## config.mk

```make
export PLATFORM = sky130hd
export DESIGN_NAME = cpu_axi_bridge_flat
export DESIGN_NICKNAME = d
export VERILOG_FILES = /design/src/rtl/cpu_axi_pkg.sv /design/src/rtl/cpu_axi_bridge_if.sv /design/src/rtl/axi_wr_ctrl.sv /design/src/rtl/cpu_axi_bridge.sv /design/src/flat_wrapper.sv
export SDC_FILE = /design/constraint.sdc
export NUM_CORES = 1
export LEC_CHECK = 0
export ABC_AREA = 1
export CORE_AREA = 2 2 134 136
export CTS_CLUSTER_SIZE = 28
export DETAILED_ROUTE_END_ITERATION = 16
export DIE_AREA = 0 0 136 138
export GPL_TIMING_DRIVEN = 1
export PLACE_DENSITY = 0.7
export SLEW_MARGIN = 20
export SYNTH_ARGS = -nofsm -noshare
export SYNTH_HDL_FRONTEND = slang
export SYNTH_SLANG_ARGS = --single-unit
```

## constraint.sdc

```tcl
create_clock -name clk -period 5.4 [get_ports clk]
set_input_delay 1.62 -clock clk [delete_from_list [all_inputs] [get_ports clk]]
set_output_delay 1.62 -clock clk [all_outputs]
set_load 0.1 [all_outputs]
```

## src/rtl/cpu_axi_pkg.sv

```systemverilog
// Shared constants, FSM state types and the AR request record for the
// core-to-AXI bridge.
package cpu_axi_pkg;

   localparam logic [3:0] INST_ID = 4'd0;
   localparam logic [3:0] DATA_ID = 4'd1;

   localparam logic [2:0] SIZE_BYTE = 3'd0;
   localparam logic [2:0] SIZE_HALF = 3'd1;
   localparam logic [2:0] SIZE_WORD = 3'd2;

   typedef enum logic       {AR_IDLE, AR_BUSY} ar_state_t;
   typedef enum logic       {I_IDLE, I_WAIT} i_state_t;
   typedef enum logic [1:0] {D_IDLE, D_RD, D_WR, D_WR_B} d_state_t;

   typedef struct packed {
      logic [3:0]  id;
      logic [31:0] addr;
      logic [7:0]  len;
      logic [2:0]  size;
   } ar_req_t;

   // Core size field to AXI size; the top bit of the core field is dropped.
   function automatic logic [2:0] axi_size(input logic [1:0] s);
      case (s)
         2'd0:    return SIZE_BYTE;
         2'd1:    return SIZE_HALF;
         2'd2:    return SIZE_WORD;
         default: return {1'b0, s};
      endcase
   endfunction

endpackage

```

## src/rtl/cpu_axi_bridge_if.sv

```systemverilog
// AXI master bus as seen by the bridge; constant fields are tied off outside.
interface cpu_axi_bridge_if;
   logic [3:0]  arid;
   logic [31:0] araddr;
   logic [7:0]  arlen;
   logic [2:0]  arsize;
   logic        arvalid;
   logic        arready;
   logic [3:0]  rid;
   logic [31:0] rdata;
   logic        rlast;
   logic        rvalid;
   logic        rready;
   logic [31:0] awaddr;
   logic [2:0]  awsize;
   logic        awvalid;
   logic        awready;
   logic [31:0] wdata;
   logic [3:0]  wstrb;
   logic        wvalid;
   logic        wready;
   logic        bvalid;
   logic        bready;

   modport master (
      output arid, araddr, arlen, arsize, arvalid, rready,
      output awaddr, awsize, awvalid, wdata, wstrb, wvalid, bready,
      input  arready, rid, rdata, rlast, rvalid, awready, wready, bvalid
   );

   modport slave (
      input  arid, araddr, arlen, arsize, arvalid, rready,
      input  awaddr, awsize, awvalid, wdata, wstrb, wvalid, bready,
      output arready, rid, rdata, rlast, rvalid, awready, wready, bvalid
   );
endinterface

```

## src/rtl/axi_wr_ctrl.sv

```systemverilog
// Single-beat write engine: AW and W valids are raised together and each
// drops on its own handshake; wr_done flags the B response that ends it.
module axi_wr_ctrl
   import cpu_axi_pkg::*;
(
   input  logic        clk,
   input  logic        resetn,
   input  logic        start,
   input  logic        wr_phase,
   input  logic        b_phase,
   input  logic [31:0] req_addr,
   input  logic [1:0]  req_size,
   input  logic [3:0]  req_wstrb,
   input  logic [31:0] req_wdata,
   input  logic        awready,
   input  logic        wready,
   input  logic        bvalid,
   output logic [31:0] awaddr,
   output logic [2:0]  awsize,
   output logic        awvalid,
   output logic [31:0] wdata,
   output logic [3:0]  wstrb,
   output logic        wvalid,
   output logic        aw_w_done,
   output logic        wr_done
);
   logic aw_done, w_done, aw_hs, w_hs;

   assign aw_hs     = awvalid & awready;
   assign w_hs      = wvalid & wready;
   // Both address and data accepted, counting handshakes in this cycle.
   assign aw_w_done = wr_phase & (aw_done | aw_hs) & (w_done | w_hs);
   // A B arriving with the last AW/W handshake completes the write too.
   assign wr_done   = bvalid & (b_phase | aw_w_done);

   // Latch the write on accept, then retire AW and W independently.
   always_ff @(posedge clk or negedge resetn) begin
      if (!resetn) begin
         awaddr  <= '0;
         awsize  <= '0;
         awvalid <= 1'b0;
         wdata   <= '0;
         wstrb   <= '0;
         wvalid  <= 1'b0;
         aw_done <= 1'b0;
         w_done  <= 1'b0;
      end else if (start) begin
         awaddr  <= req_addr;
         awsize  <= axi_size(req_size);
         awvalid <= 1'b1;
         wdata   <= req_wdata;
         wstrb   <= req_wstrb;
         wvalid  <= 1'b1;
         aw_done <= 1'b0;
         w_done  <= 1'b0;
      end else begin
         if (aw_hs) begin
            awvalid <= 1'b0;
            aw_done <= 1'b1;
         end
         if (w_hs) begin
            wvalid <= 1'b0;
            w_done <= 1'b1;
         end
      end
   end
endmodule

```

## src/rtl/cpu_axi_bridge.sv

```systemverilog
// Merges the core's instruction and data SRAM-like ports onto one AXI master.
// Fetches are INCR bursts, data accesses single beats; one outstanding
// transaction per side, reads separated by ID.
module cpu_axi_bridge
   import cpu_axi_pkg::*;
#(
   parameter int         INST_BURST_LEN = 4,
   parameter logic [3:0] INST_ARID      = INST_ID,
   parameter logic [3:0] DATA_ARID      = DATA_ID
) (
   input  logic        clk,
   input  logic        resetn,
   input  logic        inst_sram_req,
   input  logic [2:0]  inst_sram_size,
   input  logic [31:0] inst_sram_addr,
   output logic        inst_sram_rdy,
   output logic        inst_sram_valid,
   output logic        inst_sram_last,
   output logic [31:0] inst_sram_rdata,
   input  logic        data_sram_req,
   input  logic        data_sram_wr,
   input  logic [2:0]  data_sram_size,
   input  logic [31:0] data_sram_addr,
   input  logic [3:0]  data_sram_wstrb,
   input  logic [31:0] data_sram_wdata,
   output logic        data_sram_addrok,
   output logic        data_sram_dataok,
   output logic [31:0] data_sram_rdata,
   cpu_axi_bridge_if.master axi
);
   ar_state_t   ar_state;
   i_state_t    i_state;
   d_state_t    d_state;
   ar_req_t     ar_q;
   logic        arvalid_q;
   logic        ar_free, d_rd_elig, i_elig, d_rd_take, i_take, d_wr_take;
   logic        r_inst, r_data, aw_w_done, wr_done;
   logic [31:0] awaddr, wdata;
   logic [2:0]  awsize;
   logic [3:0]  wstrb;
   logic        awvalid, wvalid;
   logic        unused_ok;

   // Fetch size is fixed at word; only the low size bits matter for data.
   assign unused_ok = &{1'b0, inst_sram_size, data_sram_size[2]};

   // The AR register may be reloaded in the cycle its current request is
   // accepted, so a losing fetch follows a data read without a dead cycle.
   assign ar_free   = (ar_state == AR_IDLE) | axi.arready;
   assign d_rd_elig = data_sram_req & ~data_sram_wr & (d_state == D_IDLE);
   assign i_elig    = inst_sram_req & (i_state == I_IDLE);
   assign d_rd_take = ar_free & d_rd_elig;
   assign i_take    = ar_free & i_elig & ~d_rd_elig;
   assign d_wr_take = data_sram_req & data_sram_wr & (d_state == D_IDLE);
   assign r_inst    = axi.rvalid & (axi.rid == INST_ARID) & (i_state == I_WAIT);
   assign r_data    = axi.rvalid & (axi.rid == DATA_ARID) & (d_state == D_RD);

   assign inst_sram_rdy    = i_take;
   assign inst_sram_valid  = r_inst;
   assign inst_sram_last   = r_inst & axi.rlast;
   assign inst_sram_rdata  = axi.rdata;
   assign data_sram_addrok = d_rd_take | d_wr_take;
   assign data_sram_dataok = r_data | wr_done;
   assign data_sram_rdata  = axi.rdata;

   assign axi.arid    = ar_q.id;
   assign axi.araddr  = ar_q.addr;
   assign axi.arlen   = ar_q.len;
   assign axi.arsize  = ar_q.size;
   assign axi.arvalid = arvalid_q;
   assign axi.rready  = 1'b1;
   assign axi.awaddr  = awaddr;
   assign axi.awsize  = awsize;
   assign axi.awvalid = awvalid;
   assign axi.wdata   = wdata;
   assign axi.wstrb   = wstrb;
   assign axi.wvalid  = wvalid;
   assign axi.bready  = 1'b1;

   // AR register: load the winning read, hold it until arready.
   always_ff @(posedge clk or negedge resetn) begin
      if (!resetn) begin
         ar_state  <= AR_IDLE;
         ar_q      <= '0;
         arvalid_q <= 1'b0;
      end else if (d_rd_take) begin
         ar_state  <= AR_BUSY;
         ar_q      <= '{id: DATA_ARID, addr: data_sram_addr, len: 8'd0,
                        size: axi_size(data_sram_size[1:0])};
         arvalid_q <= 1'b1;
      end else if (i_take) begin
         ar_state  <= AR_BUSY;
         ar_q      <= '{id: INST_ARID, addr: inst_sram_addr,
                        len: 8'(INST_BURST_LEN - 1), size: SIZE_WORD};
         arvalid_q <= 1'b1;
      end else if (ar_state == AR_BUSY && axi.arready) begin
         ar_state  <= AR_IDLE;
         arvalid_q <= 1'b0;
      end
   end

   // Instruction side: one burst in flight, closed by rlast.
   always_ff @(posedge clk or negedge resetn) begin
      if (!resetn) begin
         i_state <= I_IDLE;
      end else begin
         case (i_state)
            I_IDLE:  if (i_take) i_state <= I_WAIT;
            I_WAIT:  if (r_inst && axi.rlast) i_state <= I_IDLE;
            default: i_state <= I_IDLE;
         endcase
      end
   end

   // Data side: one read or write in flight, closed by its dataok.
   always_ff @(posedge clk or negedge resetn) begin
      if (!resetn) begin
         d_state <= D_IDLE;
      end else begin
         case (d_state)
            D_IDLE: begin
               if (d_rd_take)      d_state <= D_RD;
               else if (d_wr_take) d_state <= D_WR;
            end
            D_RD:    if (r_data) d_state <= D_IDLE;
            D_WR: begin
               if (wr_done)        d_state <= D_IDLE;
               else if (aw_w_done) d_state <= D_WR_B;
            end
            D_WR_B:  if (wr_done) d_state <= D_IDLE;
            default: d_state <= D_IDLE;
         endcase
      end
   end

   axi_wr_ctrl u_wr (
      .clk       (clk),
      .resetn    (resetn),
      .start     (d_wr_take),
      .wr_phase  (d_state == D_WR),
      .b_phase   (d_state == D_WR_B),
      .req_addr  (data_sram_addr),
      .req_size  (data_sram_size[1:0]),
      .req_wstrb (data_sram_wstrb),
      .req_wdata (data_sram_wdata),
      .awready   (axi.awready),
      .wready    (axi.wready),
      .bvalid    (axi.bvalid),
      .awaddr    (awaddr),
      .awsize    (awsize),
      .awvalid   (awvalid),
      .wdata     (wdata),
      .wstrb     (wstrb),
      .wvalid    (wvalid),
      .aw_w_done (aw_w_done),
      .wr_done   (wr_done)
   );
endmodule
```

## src/flat_wrapper.sv

```systemverilog
// flat-port wrapper written by rule: the top's interface ports become plain ports
module cpu_axi_bridge_flat import cpu_axi_pkg::*;
#(
   parameter int         INST_BURST_LEN = 4,
   parameter logic [3:0] INST_ARID      = INST_ID,
   parameter logic [3:0] DATA_ARID      = DATA_ID
)
  (clk, resetn, inst_sram_req, inst_sram_size, inst_sram_addr, inst_sram_rdy, inst_sram_valid, inst_sram_last, inst_sram_rdata, data_sram_req, data_sram_wr, data_sram_size, data_sram_addr, data_sram_wstrb, data_sram_wdata, data_sram_addrok, data_sram_dataok, data_sram_rdata, axi_arid, axi_araddr, axi_arlen, axi_arsize, axi_arvalid, axi_rready, axi_awaddr, axi_awsize, axi_awvalid, axi_wdata, axi_wstrb, axi_wvalid, axi_bready, axi_arready, axi_rid, axi_rdata, axi_rlast, axi_rvalid, axi_awready, axi_wready, axi_bvalid);
  cpu_axi_bridge_if axi_i ();
  input  logic clk;
  input  logic resetn;
  input  logic inst_sram_req;
  input  logic [2:0] inst_sram_size;
  input  logic [31:0] inst_sram_addr;
  output logic inst_sram_rdy;
  output logic inst_sram_valid;
  output logic inst_sram_last;
  output logic [31:0] inst_sram_rdata;
  input  logic data_sram_req;
  input  logic data_sram_wr;
  input  logic [2:0] data_sram_size;
  input  logic [31:0] data_sram_addr;
  input  logic [3:0] data_sram_wstrb;
  input  logic [31:0] data_sram_wdata;
  output logic data_sram_addrok;
  output logic data_sram_dataok;
  output logic [31:0] data_sram_rdata;
  output wire logic [$bits(axi_i.arid)-1:0] axi_arid;
  output wire logic [$bits(axi_i.araddr)-1:0] axi_araddr;
  output wire logic [$bits(axi_i.arlen)-1:0] axi_arlen;
  output wire logic [$bits(axi_i.arsize)-1:0] axi_arsize;
  output wire logic [$bits(axi_i.arvalid)-1:0] axi_arvalid;
  output wire logic [$bits(axi_i.rready)-1:0] axi_rready;
  output wire logic [$bits(axi_i.awaddr)-1:0] axi_awaddr;
  output wire logic [$bits(axi_i.awsize)-1:0] axi_awsize;
  output wire logic [$bits(axi_i.awvalid)-1:0] axi_awvalid;
  output wire logic [$bits(axi_i.wdata)-1:0] axi_wdata;
  output wire logic [$bits(axi_i.wstrb)-1:0] axi_wstrb;
  output wire logic [$bits(axi_i.wvalid)-1:0] axi_wvalid;
  output wire logic [$bits(axi_i.bready)-1:0] axi_bready;
  input wire logic [$bits(axi_i.arready)-1:0] axi_arready;
  input wire logic [$bits(axi_i.rid)-1:0] axi_rid;
  input wire logic [$bits(axi_i.rdata)-1:0] axi_rdata;
  input wire logic [$bits(axi_i.rlast)-1:0] axi_rlast;
  input wire logic [$bits(axi_i.rvalid)-1:0] axi_rvalid;
  input wire logic [$bits(axi_i.awready)-1:0] axi_awready;
  input wire logic [$bits(axi_i.wready)-1:0] axi_wready;
  input wire logic [$bits(axi_i.bvalid)-1:0] axi_bvalid;
  assign axi_arid = axi_i.arid;
  assign axi_araddr = axi_i.araddr;
  assign axi_arlen = axi_i.arlen;
  assign axi_arsize = axi_i.arsize;
  assign axi_arvalid = axi_i.arvalid;
  assign axi_rready = axi_i.rready;
  assign axi_awaddr = axi_i.awaddr;
  assign axi_awsize = axi_i.awsize;
  assign axi_awvalid = axi_i.awvalid;
  assign axi_wdata = axi_i.wdata;
  assign axi_wstrb = axi_i.wstrb;
  assign axi_wvalid = axi_i.wvalid;
  assign axi_bready = axi_i.bready;
  assign axi_i.arready = axi_arready;
  assign axi_i.rid = axi_rid;
  assign axi_i.rdata = axi_rdata;
  assign axi_i.rlast = axi_rlast;
  assign axi_i.rvalid = axi_rvalid;
  assign axi_i.awready = axi_awready;
  assign axi_i.wready = axi_wready;
  assign axi_i.bvalid = axi_bvalid;
  cpu_axi_bridge #(.INST_BURST_LEN(INST_BURST_LEN), .INST_ARID(INST_ARID), .DATA_ARID(DATA_ARID)) u_core (.clk(clk), .resetn(resetn), .inst_sram_req(inst_sram_req), .inst_sram_size(inst_sram_size), .inst_sram_addr(inst_sram_addr), .inst_sram_rdy(inst_sram_rdy), .inst_sram_valid(inst_sram_valid), .inst_sram_last(inst_sram_last), .inst_sram_rdata(inst_sram_rdata), .data_sram_req(data_sram_req), .data_sram_wr(data_sram_wr), .data_sram_size(data_sram_size), .data_sram_addr(data_sram_addr), .data_sram_wstrb(data_sram_wstrb), .data_sram_wdata(data_sram_wdata), .data_sram_addrok(data_sram_addrok), .data_sram_dataok(data_sram_dataok), .data_sram_rdata(data_sram_rdata), .axi(axi_i));
endmodule
```

==> metrics <==
status=finished clean; register area share after synthesis=0.546; Fill cells=between 1.5k and 2k; CTS sink cnt=roughly 110; Slowest-stage cell, CP=clkdlybuf4s50_1; Resized Gates After CTS=0; post-synth cell types=25; ys flop type=dfrtp_1; CTS max path bufs=2; nets=about 900; Synthesis Warnings=0; Vias=4,289; total CTS buffers=17; Worst EP arrival=2860 ps; Iter 0 DRT Violations=173; WL/cell=14.6 um; initial antenna violation count=0; share of layout cells above drive strength 1=0.0641; die height=138 um; Crit Path Category=input port to primary output; Synth async-reset ratio=1.00; Die ar.=roughly 19,000 um^2; gpl congestion=about 0.76; mapped cell area=5230 um^2; highest achievable clock rate=~220 MHz; mean post-synth cell area=8.65 um^2; I/O Pins=between 300 and 400; Syn Inst Count=604; Total Routing Usage GR=0.159; vias in the first global route=between 4k and 5k; Worst-path clk slew=about 50 ps; Die W=between 100 and 150 um; EDFF count, synth=0; Max stage delay on crit path=between 300 and 400 ps; Yosys top cell area share=0.546; Tightest Pin Transition=a little over 1000 ps; element type at the critical path end=primary output; gr ovfl total=0; Clock Latency Late Sink=approximately 400 ps; via density per instance=4.25; Tcrit/Tclk final=0.830; final hold slack=465 ps; area occupied by multi-input gates=roughly 1600 um^2; Finish-stage setup viols=0; Rows=just under 50; Hold Vio Cnt, Final=0; Hold Crit Class=flip-flop to flip-flop; Fin Setup TNS=0 ps; Initial Utilization=0.298; post-route ant nets=0; DRC violations left=0; fin. max-slew vios=0; TritonCTS clock tree=done; Post-Layout Inst Area=about 7800 um^2; skew final=9.48 ps; DRT Pass-1 Iters=4; crit-path max FO=2; max_slew headroom=0.318; Worst EP required=about 3800 ps; largest net degree at the start of global routing=97; Reg area=roughly 2900 um^2; Period minus WS final=between 4000 and 5000 ps; final wirelength=roughly 15 mm; crit path cell chain=clkdlybuf4s50_1 -> nor2_1 -> nand3_1 -> nor3_2 -> and2_1 -> buf_4; DPL Wire Length=around 10 mm; hold buffers post-CTS=0; Yosys top cell by area=dfrtp_1; port bufs=231; Max Cap Viol=0; main area contributors after synthesis=dfrtp_1 (55%), nand2_1 (19%), buf_4 (12%); CP startpoint kind=input port; Setup Fix Bufs, Post-CTS=0; first-pass GRT wire length=23.1 mm; ANT cells=0; post-place instance area=around 7200 um^2; clk root buf=clkbuf_16; #FFs+latches synth=about 110; Layout area overhead=49.9%; unrepaired setup endpoints after global routing=no; core area=17,500 um^2; H-tree depth=4
area by class of cell:
class                   instances  share of cell area
clock buffers                  22              0.0605
multi-input cells             359               0.200
inverters                      40              0.0195
clock inverters                 9              0.0166
repair buffers                236               0.303
flip-flops and latches        114               0.364
well taps                     229              0.0366
routing by layer:
layer  wire length [um]  global-route usage  vias up
met1               6110               0.190     1970
li1                   -                   -     2116
met4                431              0.0691        0
met5                  0                   0        -
met2               7030               0.256      168
met3               1140              0.0601       35
synthesized netlist by cell type, types with 2 or more instances:
| master | n |
|---|---|
| clkbuf_1 | 8 |
| buf_2 | 11 |
| dfrtp_1 | 114 |
| nand2_1 | 260 |
| nand3_1 | 15 |
| inv_2 | 2 |
| conb_1 | 2 |
| buf_4 | 83 |
| nand2_2 | 2 |
| a21oi_1 | 3 |
| inv_1 | 37 |
| o211ai_1 | 23 |
| o21ai_0 | 27 |
| nor2_1 | 6 |
stage by stage:
stage	setup slack, ps	util	std cells
detailed placement	916	0.412	978
global route	803	0.447	1009
CTS	913	0.447	1009
floorplan	-156	-	615
finish	920	0.447	1009
global placement	924	0.412	978
cells by family (layout without fill, tap and decap cells):
group           Yosys count  after routing  synth area share
other cells               2             13           0.00144
compound gates           57             57            0.0670
simple gates            289            289             0.221
buf+inv                 142            307             0.165
flops                   114            114             0.546
critical path, delay by kind of cell:
kind,cells,cell delay (ps)
AND/OR/NAND/NOR,4,550
buffers and inverters,2,680
layout by cell type (no fill, tap or decap), types with 3 or more instances in the layout:
| master | Yosys | routed |
|---|---|---|
| nand2_1 | 260 | 260 |
| bufinv_16 | 0 | 3 |
| a21oi_1 | 3 | 3 |
| clkbuf_8 | 0 | 3 |
| clkbuf_16 | 0 | 17 |
| buf_12 | 0 | 3 |
| buf_4 | 83 | 8 |
| conb_1 | 2 | 13 |
| o21ai_0 | 27 | 26 |
| o211ai_1 | 23 | 23 |
| clkdlybuf4s50_1 | 0 | 225 |
| clkinv_2 | 0 | 3 |
| dfrtp_1 | 114 | 114 |
| nand3_1 | 15 | 15 |
| nor2_1 | 6 | 6 |
| inv_1 | 37 | 37 |
final timing paths:
check	endpoint	from	cells after the start	slack [ps]
worst max-delay path	inst_sram_last	axi_rid[3]	6	920
worst min-delay path	u_core.u_wr.awaddr[23]	u_core.u_wr.awaddr[23]	2	470
worst max register to register	u_core.axi.araddr[7]	u_core.d_state[0]	7	3170
worst min register to register	u_core.u_wr.awaddr[23]	u_core.u_wr.awaddr[23]	2	470
max in group asynchronous	u_core.u_wr.wdata[31]	resetn	2	3340
min in group asynchronous	u_core.u_wr.awaddr[16]	resetn	1	1240
flip-flops by register name, summed over array words and instances, names as in the netlist:
signal / count
u_core.axi.araddr: 32
u_core.u_wr.awaddr: 32
u_core.u_wr.wdata: 32
u_core.u_wr.wstrb: 4
u_core.axi.arsize: 2
u_core.d_state: 2
u_core.u_wr.awsize: 2
u_core.ar_state: 1
u_core.axi.arid: 1
u_core.axi.arlen: 1
u_core.i_state: 1
u_core.u_wr.aw_done: 1
u_core.u_wr.awvalid: 1
u_core.u_wr.w_done: 1
u_core.u_wr.wvalid: 1
Power is not shown: default switching activity piles up to over one toggle a cycle in this logic, so the estimate is an artifact.
